[config.mk]
export PLATFORM = sky130hd
export DESIGN_NAME = ysyx_22041412_ifu
export DESIGN_NICKNAME = d
export VERILOG_FILES = /design/src/rtl/ysyx_22041412_ifu_pkg.sv /design/src/rtl/ysyx_22041412_ifu_fifo.sv /design/src/rtl/ysyx_22041412_ifu.sv
export SDC_FILE = /design/constraint.sdc
export NUM_CORES = 1
export LEC_CHECK = 0
export CAP_MARGIN = 10
export CORE_ASPECT_RATIO = 0.9
export CORE_MARGIN = 5
export CORE_UTILIZATION = 46
export CTS_BUF_LIST = sky130_fd_sc_hd__clkbuf_8
export DETAILED_ROUTE_END_ITERATION = 8
export PLACE_DENSITY = 0.8
export REMOVE_ABC_BUFFERS = 1
export SKIP_LAST_GASP = 1
export SLEW_MARGIN = 10
export SYNTH_ARGS = -nofsm -noshare
export SYNTH_HDL_FRONTEND = slang
export SYNTH_SLANG_ARGS = --single-unit
[constraint.sdc]
create_clock -name clk -period 8 [get_ports clk]
set_clock_uncertainty 0.15 [all_clocks]
set_input_delay 0.8 -clock clk [delete_from_list [all_inputs] [get_ports clk]]
set_output_delay 0.8 -clock clk [all_outputs]
set_load 0.01 [all_outputs]
[src/rtl/ysyx_22041412_ifu_pkg.sv]
// Shared constants and types for the ysyx_22041412 instruction fetch unit.
// Holds the default reset PC, the XLEN and instruction widths, the IFU state
// encodings and the packed layout of one instruction-buffer entry.
package ysyx_22041412_ifu_pkg;

  localparam int XLEN   = 64;
  localparam int INST_W = 32;

  localparam logic [XLEN-1:0] RESET_PC_DEFAULT = 64'h0000_0000_8000_0000;

  typedef enum logic [1:0] {
    S_REQ  = 2'd0,
    S_WAIT = 2'd1,
    S_DROP = 2'd2
  } ifu_state_e;

  // One buffered fetch: the PC travels with its instruction word.
  typedef struct packed {
    logic [XLEN-1:0]   pc;
    logic [INST_W-1:0] inst;
  } ifu_entry_t;

  localparam int ENTRY_W = $bits(ifu_entry_t);

  // Fetch addresses are always word aligned; the low two bits are dropped.
  function automatic logic [XLEN-1:0] align_pc(input logic [XLEN-1:0] pc);
    return pc & ~(XLEN'(3));
  endfunction

endpackage

[src/rtl/ysyx_22041412_ifu_fifo.sv]
// Small synchronous FIFO used as the IFU instruction buffer.
// DEPTH must be a power of two (>= 2) so the pointers wrap naturally.
// flush empties the buffer and takes priority over push/pop in the same cycle.
module ysyx_22041412_ifu_fifo #(
  parameter int DEPTH = 2,
  parameter int WIDTH = 96,
  localparam int AW = $clog2(DEPTH),
  localparam int CW = $clog2(DEPTH + 1)
) (
  input  logic             clk,
  input  logic             rst,
  input  logic             push,
  input  logic             pop,
  input  logic             flush,
  input  logic [WIDTH-1:0] din,
  output logic [WIDTH-1:0] dout,
  output logic             full,
  output logic             empty,
  output logic [CW-1:0]    count
);

  logic [WIDTH-1:0] mem_q [DEPTH];
  logic [WIDTH-1:0] mem_d [DEPTH];
  logic [AW-1:0]    wr_ptr_q, wr_ptr_d;
  logic [AW-1:0]    rd_ptr_q, rd_ptr_d;
  logic [CW-1:0]    count_q, count_d;
  logic             push_en, pop_en;

  assign full    = (count_q == CW'(DEPTH));
  assign empty   = (count_q == '0);
  assign count   = count_q;
  assign dout    = mem_q[rd_ptr_q];
  assign pop_en  = pop && !empty;
  assign push_en = push && (!full || pop_en);

  // Next-state for storage, pointers and occupancy.
  always_comb begin
    mem_d    = mem_q;
    wr_ptr_d = wr_ptr_q;
    rd_ptr_d = rd_ptr_q;
    count_d  = count_q;
    if (flush) begin
      wr_ptr_d = '0;
      rd_ptr_d = '0;
      count_d  = '0;
    end else begin
      if (push_en) begin
        mem_d[wr_ptr_q] = din;
        wr_ptr_d        = wr_ptr_q + 1'b1;
      end
      if (pop_en) begin
        rd_ptr_d = rd_ptr_q + 1'b1;
      end
      count_d = count_q + CW'(push_en) - CW'(pop_en);
    end
  end

  // State registers with asynchronous reset.
  always_ff @(posedge clk or posedge rst) begin
    if (rst) begin
      for (int i = 0; i < DEPTH; i++) begin
        mem_q[i] <= '0;
      end
      wr_ptr_q <= '0;
      rd_ptr_q <= '0;
      count_q  <= '0;
    end else begin
      mem_q    <= mem_d;
      wr_ptr_q <= wr_ptr_d;
      rd_ptr_q <= rd_ptr_d;
      count_q  <= count_d;
    end
  end

endmodule

[src/rtl/ysyx_22041412_ifu.sv]
// Instruction fetch unit: sequential PC generation, single-outstanding
// instruction memory requests, a small instruction buffer and redirect flush.
// Optional performance counters are built when YSYX_22041412_IFU_PERF_EN is
// defined; otherwise the counter ports read as zero.
module ysyx_22041412_ifu
  import ysyx_22041412_ifu_pkg::*;
#(
  parameter logic [63:0] RESET_PC   = RESET_PC_DEFAULT,
  parameter int          FIFO_DEPTH = 2
) (
  input  logic        clk,
  input  logic        rst,
  input  logic        redirect_valid,
  input  logic [63:0] redirect_pc,
  output logic        imem_req_valid,
  input  logic        imem_req_ready,
  output logic [63:0] imem_req_addr,
  input  logic        imem_resp_valid,
  input  logic [31:0] imem_resp_data,
  output logic        inst_valid,
  input  logic        inst_ready,
  output logic [31:0] inst_data,
  output logic [63:0] inst_pc,
  output logic        busy,
  output logic [63:0] perf_fetch_cnt,
  output logic [63:0] perf_stall_cnt
);

  localparam int CW = $clog2(FIFO_DEPTH + 1);

  ifu_state_e      state_q, state_d;
  logic [XLEN-1:0] fetch_pc_q, fetch_pc_d;

  logic            accept;
  logic            fifo_push, fifo_pop, fifo_flush;
  logic            fifo_full, fifo_empty;
  logic [CW-1:0]   fifo_count;
  ifu_entry_t      fifo_din, fifo_dout;

  // A request is only offered when the buffer can absorb its response, which
  // together with the single outstanding request keeps the FIFO from overflowing.
  assign imem_req_valid = (state_q == S_REQ) && !fifo_full;
  assign imem_req_addr  = fetch_pc_q;
  assign accept         = imem_req_valid && imem_req_ready;

  // fetch_pc already advanced on accept, so the in-flight word belongs to pc-4.
  assign fifo_din.pc   = fetch_pc_q - 64'd4;
  assign fifo_din.inst = imem_resp_data;
  assign fifo_push     = (state_q == S_WAIT) && imem_resp_valid && !redirect_valid;
  assign fifo_pop      = inst_ready && !redirect_valid;
  assign fifo_flush    = redirect_valid;

  assign inst_valid = !fifo_empty;
  assign inst_data  = fifo_dout.inst;
  assign inst_pc    = fifo_dout.pc;
  assign busy       = (state_q != S_REQ) || (fifo_count != '0);

  ysyx_22041412_ifu_fifo #(
    .DEPTH (FIFO_DEPTH),
    .WIDTH (ENTRY_W)
  ) u_fifo (
    .clk   (clk),
    .rst   (rst),
    .push  (fifo_push),
    .pop   (fifo_pop),
    .flush (fifo_flush),
    .din   (fifo_din),
    .dout  (fifo_dout),
    .full  (fifo_full),
    .empty (fifo_empty),
    .count (fifo_count)
  );

  // Fetch FSM next state; a redirect overrides normal sequencing.
  always_comb begin
    state_d    = state_q;
    fetch_pc_d = fetch_pc_q;
    if (redirect_valid) begin
      fetch_pc_d = align_pc(redirect_pc);
      case (state_q)
        S_REQ:          state_d = accept ? S_DROP : S_REQ;
        S_WAIT, S_DROP: state_d = imem_resp_valid ? S_REQ : S_DROP;
        default:        state_d = S_REQ;
      endcase
    end else begin
      case (state_q)
        S_REQ: begin
          if (accept) begin
            state_d    = S_WAIT;
            fetch_pc_d = fetch_pc_q + 64'd4;
          end
        end
        S_WAIT:  if (imem_resp_valid) state_d = S_REQ;
        S_DROP:  if (imem_resp_valid) state_d = S_REQ;
        default: state_d = S_REQ;
      endcase
    end
  end

  // FSM and fetch PC registers.
  always_ff @(posedge clk or posedge rst) begin
    if (rst) begin
      state_q    <= S_REQ;
      fetch_pc_q <= RESET_PC;
    end else begin
      state_q    <= state_d;
      fetch_pc_q <= fetch_pc_d;
    end
  end

`ifdef YSYX_22041412_IFU_PERF_EN
  logic [63:0] fetch_cnt_q, fetch_cnt_d;
  logic [63:0] stall_cnt_q, stall_cnt_d;

  // Saturating counters for delivered instructions and starved decode cycles.
  always_comb begin
    fetch_cnt_d = fetch_cnt_q;
    stall_cnt_d = stall_cnt_q;
    if (inst_valid && inst_ready && !redirect_valid && (fetch_cnt_q != '1)) begin
      fetch_cnt_d = fetch_cnt_q + 64'd1;
    end
    if (inst_ready && !inst_valid && (stall_cnt_q != '1)) begin
      stall_cnt_d = stall_cnt_q + 64'd1;
    end
  end

  // Counter registers.
  always_ff @(posedge clk or posedge rst) begin
    if (rst) begin
      fetch_cnt_q <= '0;
      stall_cnt_q <= '0;
    end else begin
      fetch_cnt_q <= fetch_cnt_d;
      stall_cnt_q <= stall_cnt_d;
    end
  end

  assign perf_fetch_cnt = fetch_cnt_q;
  assign perf_stall_cnt = stall_cnt_q;
`else
  assign perf_fetch_cnt = '0;
  assign perf_stall_cnt = '0;
`endif

endmodule

* After elaboration in Yosys (flattened, before gate mapping)
Index checks and enable logic that the tools add are counted.
Storage, ports and cells: word-level logic and storage cells 70, bits of input ports 102, output and inout bits 291, register bits after elaboration 262
Operators by class: bitwise gates (word level) 3, reduce and logical (&&, ||, !) cells 25, muxes and demuxes 21, equal/unequal tests 5, $lt $le $gt $ge 3, add/sub/neg operators 6
Operator list (number):
- 2-to-1 mux 96 bit | 4
- bitwise mux 192 bit | 1
- 2-to-1 mux 64 bit | 3
- demux 96 bit (select 1 bit) | 1
- adder 64 x 3 -> 64 bit (second input constant) | 1
- subtractor 64 x 3 -> 64 bit (second input constant) | 1
- 2-to-1 mux 2 bit | 6
- nonzero test 2 bit | 6
- logical AND 1 bit | 8
- case mux 2 bit (2 select lines) | 2
- AND reduction 2 bit | 3
- equality test 2 bit (second input constant) | 2
- >= comparator 2 bit (second input constant) | 2
- zero test 2 bit | 2
- 2-to-1 mux 1 bit | 4
- inverter 1 -> 2 bit | 2
- zero test 1 bit | 3
- != test 3 x 1 -> 1 bit (second input constant) | 1
- != test 3 bit (second input constant) | 1
- adder 1 bit (second input constant) | 2
- adder 2 x 1 -> 2 bit | 1
- equality test 2 x 1 -> 1 bit (second input constant) | 1
- logical OR 1 bit | 2
- less-than comparator 2 x 1 -> 1 bit (second input constant) | 1
- 3 further kinds | 3

* Depth between registers and ports, before layout
Gate-level depths: netlist of the first run.
word-level depth 8, mapped depth 10, gate-level depth less buffers 9

* Modules after synthesis
From an unflattened synthesis of the first run, not the netlist that was laid out.
Second synthesis, totals: cell total of the unflattened synthesis 1365, area, all modules 15082.0 µm²
Modules (own cells, without submodules):
- ysyx_22041412_ifu_fifo | cells an instance 537, area an instance 8623.3 µm², seq. area each 4904.7 µm², instances 1
- ysyx_22041412_ifu | cells an instance 828, area an instance 6458.7 µm², seq. area each 1602.8 µm², instances 1

* Least setup slack after synthesis of the first run
OpenSTA, ideal clock, no wires.
path kind reg-to-reg, start register fetch_pc_q[14] (netlist: imem_req_addr[14]), end register u_fifo.mem_q[174] (netlist name), setup time 0.082 ns, stages on the path, launching flop included 10, arrival 2.971 ns, buffers on the path 4, required time 7.768 ns, clock period less this slack 3.203 ns, path slack 4.797 ns, cell sequence dfrtp_1 buf_6 or3_1 buf_6 or4_4 buf_6 or4_1 buf_2 or4_4 a31oi_1
On the way: longest elaborated chain between the ends 2
Ends and longest elaborated chain:
- start, declared | RTL line ysyx_22041412_ifu.sv:32 | logic [XLEN-1:0] fetch_pc_q, fetch_pc_d;
- start signal, assigned | RTL line ysyx_22041412_ifu.sv:107 | fetch_pc_q <= fetch_pc_d;
- subtractor 64 x 3 -> 64 bit | RTL line ysyx_22041412_ifu.sv:47 | assign fifo_din.pc = fetch_pc_q - 64'd4;
- bitwise mux 192 bit | RTL line ysyx_22041412_ifu_fifo.sv:48 | mem_d[wr_ptr_q] = din;
- end signal, assigned | RTL line ysyx_22041412_ifu_fifo.sv:68 | mem_q <= mem_d;
- end, declared | RTL line ysyx_22041412_ifu_fifo.sv:22 | logic [WIDTH-1:0] mem_q [DEPTH];
Every way passes these cells. A chain may end at the register's enable or synchronous reset.

* Final worst setup path of the first run
start register u_fifo.rd_ptr_q, end output port inst_pc[41]
On the way: longest elaborated chain between the ends 4
Ends and longest elaborated chain:
- start, declared | RTL line ysyx_22041412_ifu_fifo.sv:25 | logic [AW-1:0] rd_ptr_q, rd_ptr_d;
- start signal, assigned | RTL line ysyx_22041412_ifu_fifo.sv:70 | rd_ptr_q <= rd_ptr_d;
- inverter 1 -> 2 bit (not written as such) | RTL line ysyx_22041412_ifu_fifo.sv:32 | assign dout = mem_q[rd_ptr_q];
- 2-to-1 mux 96 bit (not written as such) (3 in a row) | RTL line ysyx_22041412_ifu_fifo.sv:32
- end, declared | RTL line ysyx_22041412_ifu.sv:23 | output logic [63:0] inst_pc,
Every way passes these cells. The select of a mux whose other input is x is not followed.

==> results of run 1 <==
==> where the power goes <==
| group | total, mW | switching, mW | internal [mW] |
|---|---|---|---|
| combinational | 1.66 | 0.756 | 0.906 |
| clock | 1.20 | 0.557 | 0.648 |
| sequential | 1.91 | 0.260 | 1.65 |
==> cell families (layout without fill, tap and decap cells) <==
kind of cell / count (synthesis) / after routing / share of synthesized area (%)
AND/OR/NAND/NOR: 685 / 685 / 22.3
buffers and inverters: 276 / 375 / 10.8
flip-flops: 256 / 256 / 44.4
AO/OA/AOI/OAI: 243 / 243 / 10.1
multiplexers: 97 / 97 / 7.56
XOR/XNOR: 69 / 69 / 4.19
adder cells (fa/ha/maj): 7 / 7 / 0.607
other: 1 / 133 / 0.0260
==> placed cells by master (no fill, tap or decap), drive strengths merged, types with 40 or more instances in the layout <==
cell type and n:
a31oi 77, clkbuf 54, clkdlybuf4s50 257, conb 132, dfrtp 255, mux2 96, nand2 325, nand3 40
nor2 108, o21ai 114, or4 47
==> worst paths after layout <==
path                                                  to  slack, ns  cells after the start
hold / removal              u_fifo.mem_q[10]$_DFFE_PP0P_       0.32                      2
max in group asynchronous    u_fifo.rd_ptr_q$_DFFE_PP0P_       5.49                      3
setup / recovery                             inst_pc[41]       3.88                      3
hold reg to reg             u_fifo.mem_q[10]$_DFFE_PP0P_       0.32                      2
setup reg to reg            u_fifo.mem_q[89]$_DFFE_PP0P_       4.19                      6
min in group asynchronous  u_fifo.mem_q[126]$_DFFE_PP0P_       0.65                      2
==> state kept, by name, indices dropped and copies added (netlist names) <==
name             flops
u_fifo.mem_q       188
imem_req_addr       62
state_q              2
u_fifo.count         2
u_fifo.rd_ptr_q      1
u_fifo.wr_ptr_q      1
==> worst register-to-register path, cell delays in order, from the launching register on <==
cell      delay [ns]
dfrtp_1         0.50
nor4_1          0.74
nand4b_1        0.69
or4_1           0.61
buf_4           0.26
or4_1           0.58
a31oi_1         0.18
==> layout make-up <==
class	instances	area share [%]
clock inverters	25	0.853
diodes	1	0.0142
repair buffers	275	15.4
clock buffers	54	4.22
well taps	409	2.91
flip-flops and latches	256	36.4
multi-input cells	1233	39.7
inverters	21	0.491
==> metrics by stage <==
step / total power, mW / area [um2]
detailed placement: 3.59 / 16700
finish: 4.78 / 17600
CTS: 4.81 / 17600
floorplan: 2.73 / 13400
global placement: 3.53 / 16700
global route: 5.06 / 17600
==> per-layer routing <==
metal	vias up	global-route usage [%]	share of wire [%]
li1	5809	-	-
met1	6029	32.3	42
met2	576	36.9	46
met3	107	5.36	8.4
met4	8	8.75	3.3
met5	-	0	0.097
==> results.py, run 1 <==
metrics = {
    "global_routing": {
        "grt_overflow_total": 0,
        "grt_pass1_wl_mm": 66.9,
        "antenna_found_initial": 5,
        "track_usage_pct": 23.6,
        "grt_max_degree": 144,
        "grt_pass1_vias": 12300,
    },
    "status": {
        "outcome": "finished clean",
    },
    "die": {
        "die_h_um": 178,
        "ios": 393,
        "core_area_um2": 30900,
        "die_width_um": 197,
        "start_util_pct": 46.7,
        "dieArea_um2": 35000,
        "rows": 61,
    },
    "worst_setup_path": {
        "arrival_ns": 3.17,
        "worstSetupStartpointType": "flip-flop",
        "path_cells": "buf_4 -> mux2_2 -> clkdlybuf4s50_1",
        "crit_path_start": "u_fifo.rd_ptr_q$_DFFE_PP0P_",
        "worstSetupPathType": "reg -> out",
        "critical_path_buf_inv_count": 2,
        "max_stage_delay_ns": 0.97,
        "slowest_stage": "dfrtp_4",
        "endpoint_kind": "output pin",
        "r2r_start": "imem_req_addr[7]$_DFFE_PP0P_",
        "worstPathMaxFanout": 55,
        "crit_required_ns": 7.05,
        "critical-path-top-delay-family": "buffers and inverters",
    },
    "drt": {
        "wl_mm": 43.2,
        "drtIter0Drc": 844,
        "drt-wirelength-per-cell_um": 19.0,
        "viasPerCell": 5.51,
        "drt_drc_violations_left": 0,
        "first_pass_iters": 5,
        "num_vias": 12500,
        "ant_nets": 0,
    },
    "place": {
        "pre_cts_ws_ns": 3.96,
        "place_congestion": 0.832,
        "io_buffers": 258,
        "dp.cells": 2194,
        "dp_hpwl_mm": 29.2,
    },
    "timing": {
        "tightest_slew_ns": 1.12,
        "slew_viol_final": 0,
        "slew_headroom_pct": 25.3,
        "holdWs_ns": 0.318,
        "finalCritPeriodShare_pct": 51.5,
        "fin_crit_ns": 4.12,
        "setup_violations": 0,
        "worst_slack_ns": 3.88,
        "tns_ns": 0,
        "grt_setup_unrepaired": "false",
        "fmax_mhz": 243,
        "hold_viol": 0,
    },
    "cts": {
        "clockBufferDepth": 3,
        "tritoncts": "yes",
        "path_clk_slew_ns": 0.06,
        "clock-root-buffer": "clkbuf_8",
        "clk-insertion-delay-late_ns": 0.58,
        "cts_resized": 0,
        "htree_levels": 2,
        "postCtsSetupRepairBufs": 0,
        "cts_buffers": 46,
        "ctsHoldBuffers": 0,
        "cts_sinks": 256,
    },
    "synthesis": {
        "ys_warn_count": 0,
        "ys_types": 51,
        "syn_area_um2": 14400,
        "ys_top_cells_by_count": "325 x nand2_1, 255 x dfrtp_1, 132 x buf_4, 110 x o21ai_0, 108 x nor2_1",
        "avgSynthCellArea_um2": 8.83,
        "synth-edff-count": 0,
        "synth-seq-area-share_pct": 44.4,
        "synth_most_common_cell": "nand2_1",
        "synth_seq_cells": 256,
        "synth_cells": 1634,
        "ys.flop_type": "dfrtp_1",
        "yosys.area.top_type_share_pct": 44.2,
        "synthTopCellsByArea": "dfrtp_1 44%, nand2_1 8.5%, mux2_2 7.5%, buf_4 6.9%, o21ai_0 3.8%",
        "async_flop_share_pct": 100,
        "synth_top_area_cell": "dfrtp_1",
    },
    "finish": {
        "final-seq-area_um2": 6410,
        "final_cells": 2274,
        "drive_gt1_share_pct": 10.6,
        "fillers": 2736,
        "nNetsFinal": 1942,
        "syn2layout_area_growth_pct": 22.0,
        "multi_input_area_um2": 6980,
        "post-route-util_pct": 56.9,
    },
    "pwr": {
        "ir_worst_vdd_mv": 0.139,
        "p_per_area_nw_per_um2": 271,
        "p_leak_nw": 7.54,
    },
    "worst_hold_path": {
        "worstHoldStart": "u_fifo.mem_q[10]$_DFFE_PP0P_",
        "hp-class": "reg -> reg",
    },
    "job": {
        "maxCapViolCount": 0,
    },
}
Power figures use the tool's default switching activity.
==> run 2: changes to the inputs <==
Settings changed: CORE_UTILIZATION 46 to 50, PLACE_DENSITY 0.8 to 0.82.
Clock period 8 ns to 4.1 ns, I/O delays scaled along.
==> results.py, run 2 (same netlist as run 1, synthesis figures left out) <==
metrics = {
    "worst_setup_path": {
        "max_stage_delay_ns": 0.62,
        "cpMostUsedCell": "or4_1",
        "endpoint_kind": "flip-flop",
        "worstSetupStartpointType": "flip-flop",
        "worstSetupPathType": "reg -> reg",
        "path_cells": "or4_1 -> or4_1 -> or4_1 -> buf_4 -> or4_1 -> a31oi_1",
        "rrSetupSlack_ns": 0.44,
        "crit_required_ns": 4.39,
        "worstPathMaxFanout": 33,
        "slowest_stage": "or4_1",
        "arrival_ns": 3.94,
    },
    "pwr": {
        "internal-power_mw": 6.11,
        "p_per_area_nw_per_um2": 517,
        "swShare_pct": 32.9,
        "clock_power_share_pct": 23.1,
        "p_sw_mw": 3.00,
        "ir_worst_vdd_mv": 0.312,
        "p_seq_share_pct": 40.8,
        "combPwrFrac_pct": 36.2,
        "power_mw": 9.11,
        "p_leak_nw": 7.59,
    },
    "place": {
        "io_buffers": 258,
        "dp_hpwl_mm": 29.3,
        "place_congestion": 0.870,
    },
    "finish": {
        "largest_register_ffs": 188,
        "drive_gt1_share_pct": 11.1,
        "largest_register": "u_fifo.mem_q",
        "mostFrequentLayoutCells": "325 x nand2_1, 257 x clkdlybuf4s50_1, 254 x dfrtp_1, 132 x conb_1, 110 x o21ai_0",
        "syn2layout_area_growth_pct": 22.2,
        "nNetsFinal": 1959,
        "final_common_cell": "nand2_1",
        "post-route-util_pct": 61.4,
    },
    "drt": {
        "wl_met1_mm": 16.9,
        "wl_mm": 41.6,
        "first_pass_iters": 7,
        "drtIter0Drc": 881,
        "num_vias": 12700,
        "wl_met3_mm": 3.41,
        "drt-wirelength-per-cell_um": 18.5,
        "ant_nets": 0,
        "drt_drc_violations_left": 0,
        "top_layer": "met5",
        "wl_met2_mm": 19.6,
        "viasPerCell": 5.65,
    },
    "timing": {
        "tns_ns": 0,
        "slew_headroom_pct": 35.6,
        "grt_setup_unrepaired": "false",
        "fmax_mhz": 274,
        "hold_viol": 0,
        "finalCritPeriodShare_pct": 89.2,
        "setup_violations": 0,
        "tightest_slew_ns": 0.966,
        "slew_viol_final": 0,
        "fin_crit_ns": 3.66,
    },
    "worst_hold_path": {
        "hp-class": "in -> reg",
    },
    "cts": {
        "clockBufferDepth": 3,
        "htree_levels": 2,
        "clk-insertion-delay-late_ns": 0.55,
        "postCtsSetupRepairBufs": 0,
        "cts_resized": 0,
        "cts_buffers": 44,
        "clock-root-buffer": "clkbuf_8",
        "path_clk_slew_ns": 0.06,
        "tritoncts": "yes",
        "cts_sinks": 256,
        "ctsHoldBuffers": 0,
    },
    "status": {
        "outcome": "finished clean",
    },
    "global_routing": {
        "track_usage_pct": 24.8,
        "grt_pass1_vias": 12300,
        "grt_pass1_wl_mm": 65.8,
        "grt_overflow_total": 0,
        "antenna_found_initial": 8,
        "grt_max_degree": 123,
    },
    "job": {
        "maxCapViolCount": 0,
    },
    "die": {
        "rows": 59,
        "start_util_pct": 50.2,
        "die_width_um": 189,
        "core_area_um2": 28700,
        "ios": 393,
        "dieArea_um2": 32300,
        "die_h_um": 171,
    },
}
-- run 2: area by class of cell --
| type | count | area [um2] |
|---|---|---|
| repair buffers | 294 | 2900 |
| flip-flops and latches | 256 | 6410 |
| multi-input cells | 1233 | 6980 |
| well taps | 366 | 458 |
| diodes | 3 | 7.51 |
| inverters | 21 | 86.3 |
| clock buffers | 50 | 688 |
| clock inverters | 22 | 93.8 |
| fillers | 2417 | 11100 |
-- run 2: worst max-delay path: cells and delay by family (launching register included) --
family                 cells  cell delay, ns
AOI/OAI and AO/OA          1            0.24
and+or+nand+nor            4            2.39
DFF                        1            0.48
buffers and inverters      1            0.28
-- run 2: final timing paths --
path	from	endpoint	cells past startpoint
max	imem_req_addr[18]$_DFFE_PP0P_	u_fifo.mem_q[183]$_DFFE_PP0P_	6
min	redirect_pc[31]	imem_req_addr[31]$_DFFE_PP1P_	3
max reg2reg	imem_req_addr[18]$_DFFE_PP0P_	u_fifo.mem_q[183]$_DFFE_PP0P_	6
min reg2reg	u_fifo.mem_q[24]$_DFFE_PP0P_	u_fifo.mem_q[24]$_DFFE_PP0P_	2
max in group asynchronous	rst	u_fifo.mem_q[113]$_DFFE_PP0P_	3
min in group asynchronous	rst	u_fifo.mem_q[4]$_DFFE_PP0P_	2
-- run 2: power by group through the flow --
stage	clock, mW	combinational, mW	sequential (mW)
2_1_floorplan	0	1.68	3.65
3_3_place_gp	0	3.23	3.68
3_5_place_dp	0	3.30	3.75
4_1_cts	2.16	3.32	3.71
5_1_grt	2.27	3.59	3.80
6_report	2.10	3.30	3.72
-- run 2: metrics by stage --
stage	instances	hold WS, ns	worst slack (ns)	instance area, um2
2_1_floorplan	1510	0.290	-3.50	13400
3_3_place_gp	2170	0.302	0.652	16800
3_5_place_dp	2170	0.306	0.553	16800
4_1_cts	2242	0.230	0.511	17600
5_1_grt	2245	0.261	0.284	17600
6_report	2245	0.269	0.444	17600
-- run 2: routing by layer --
metal  global-route usage, %  vias up
met5                       0        -
met4                    9.47       10
met3                    4.92      114
met2                    40.3      553
met1                    33.3     6145
li1                        -     5860
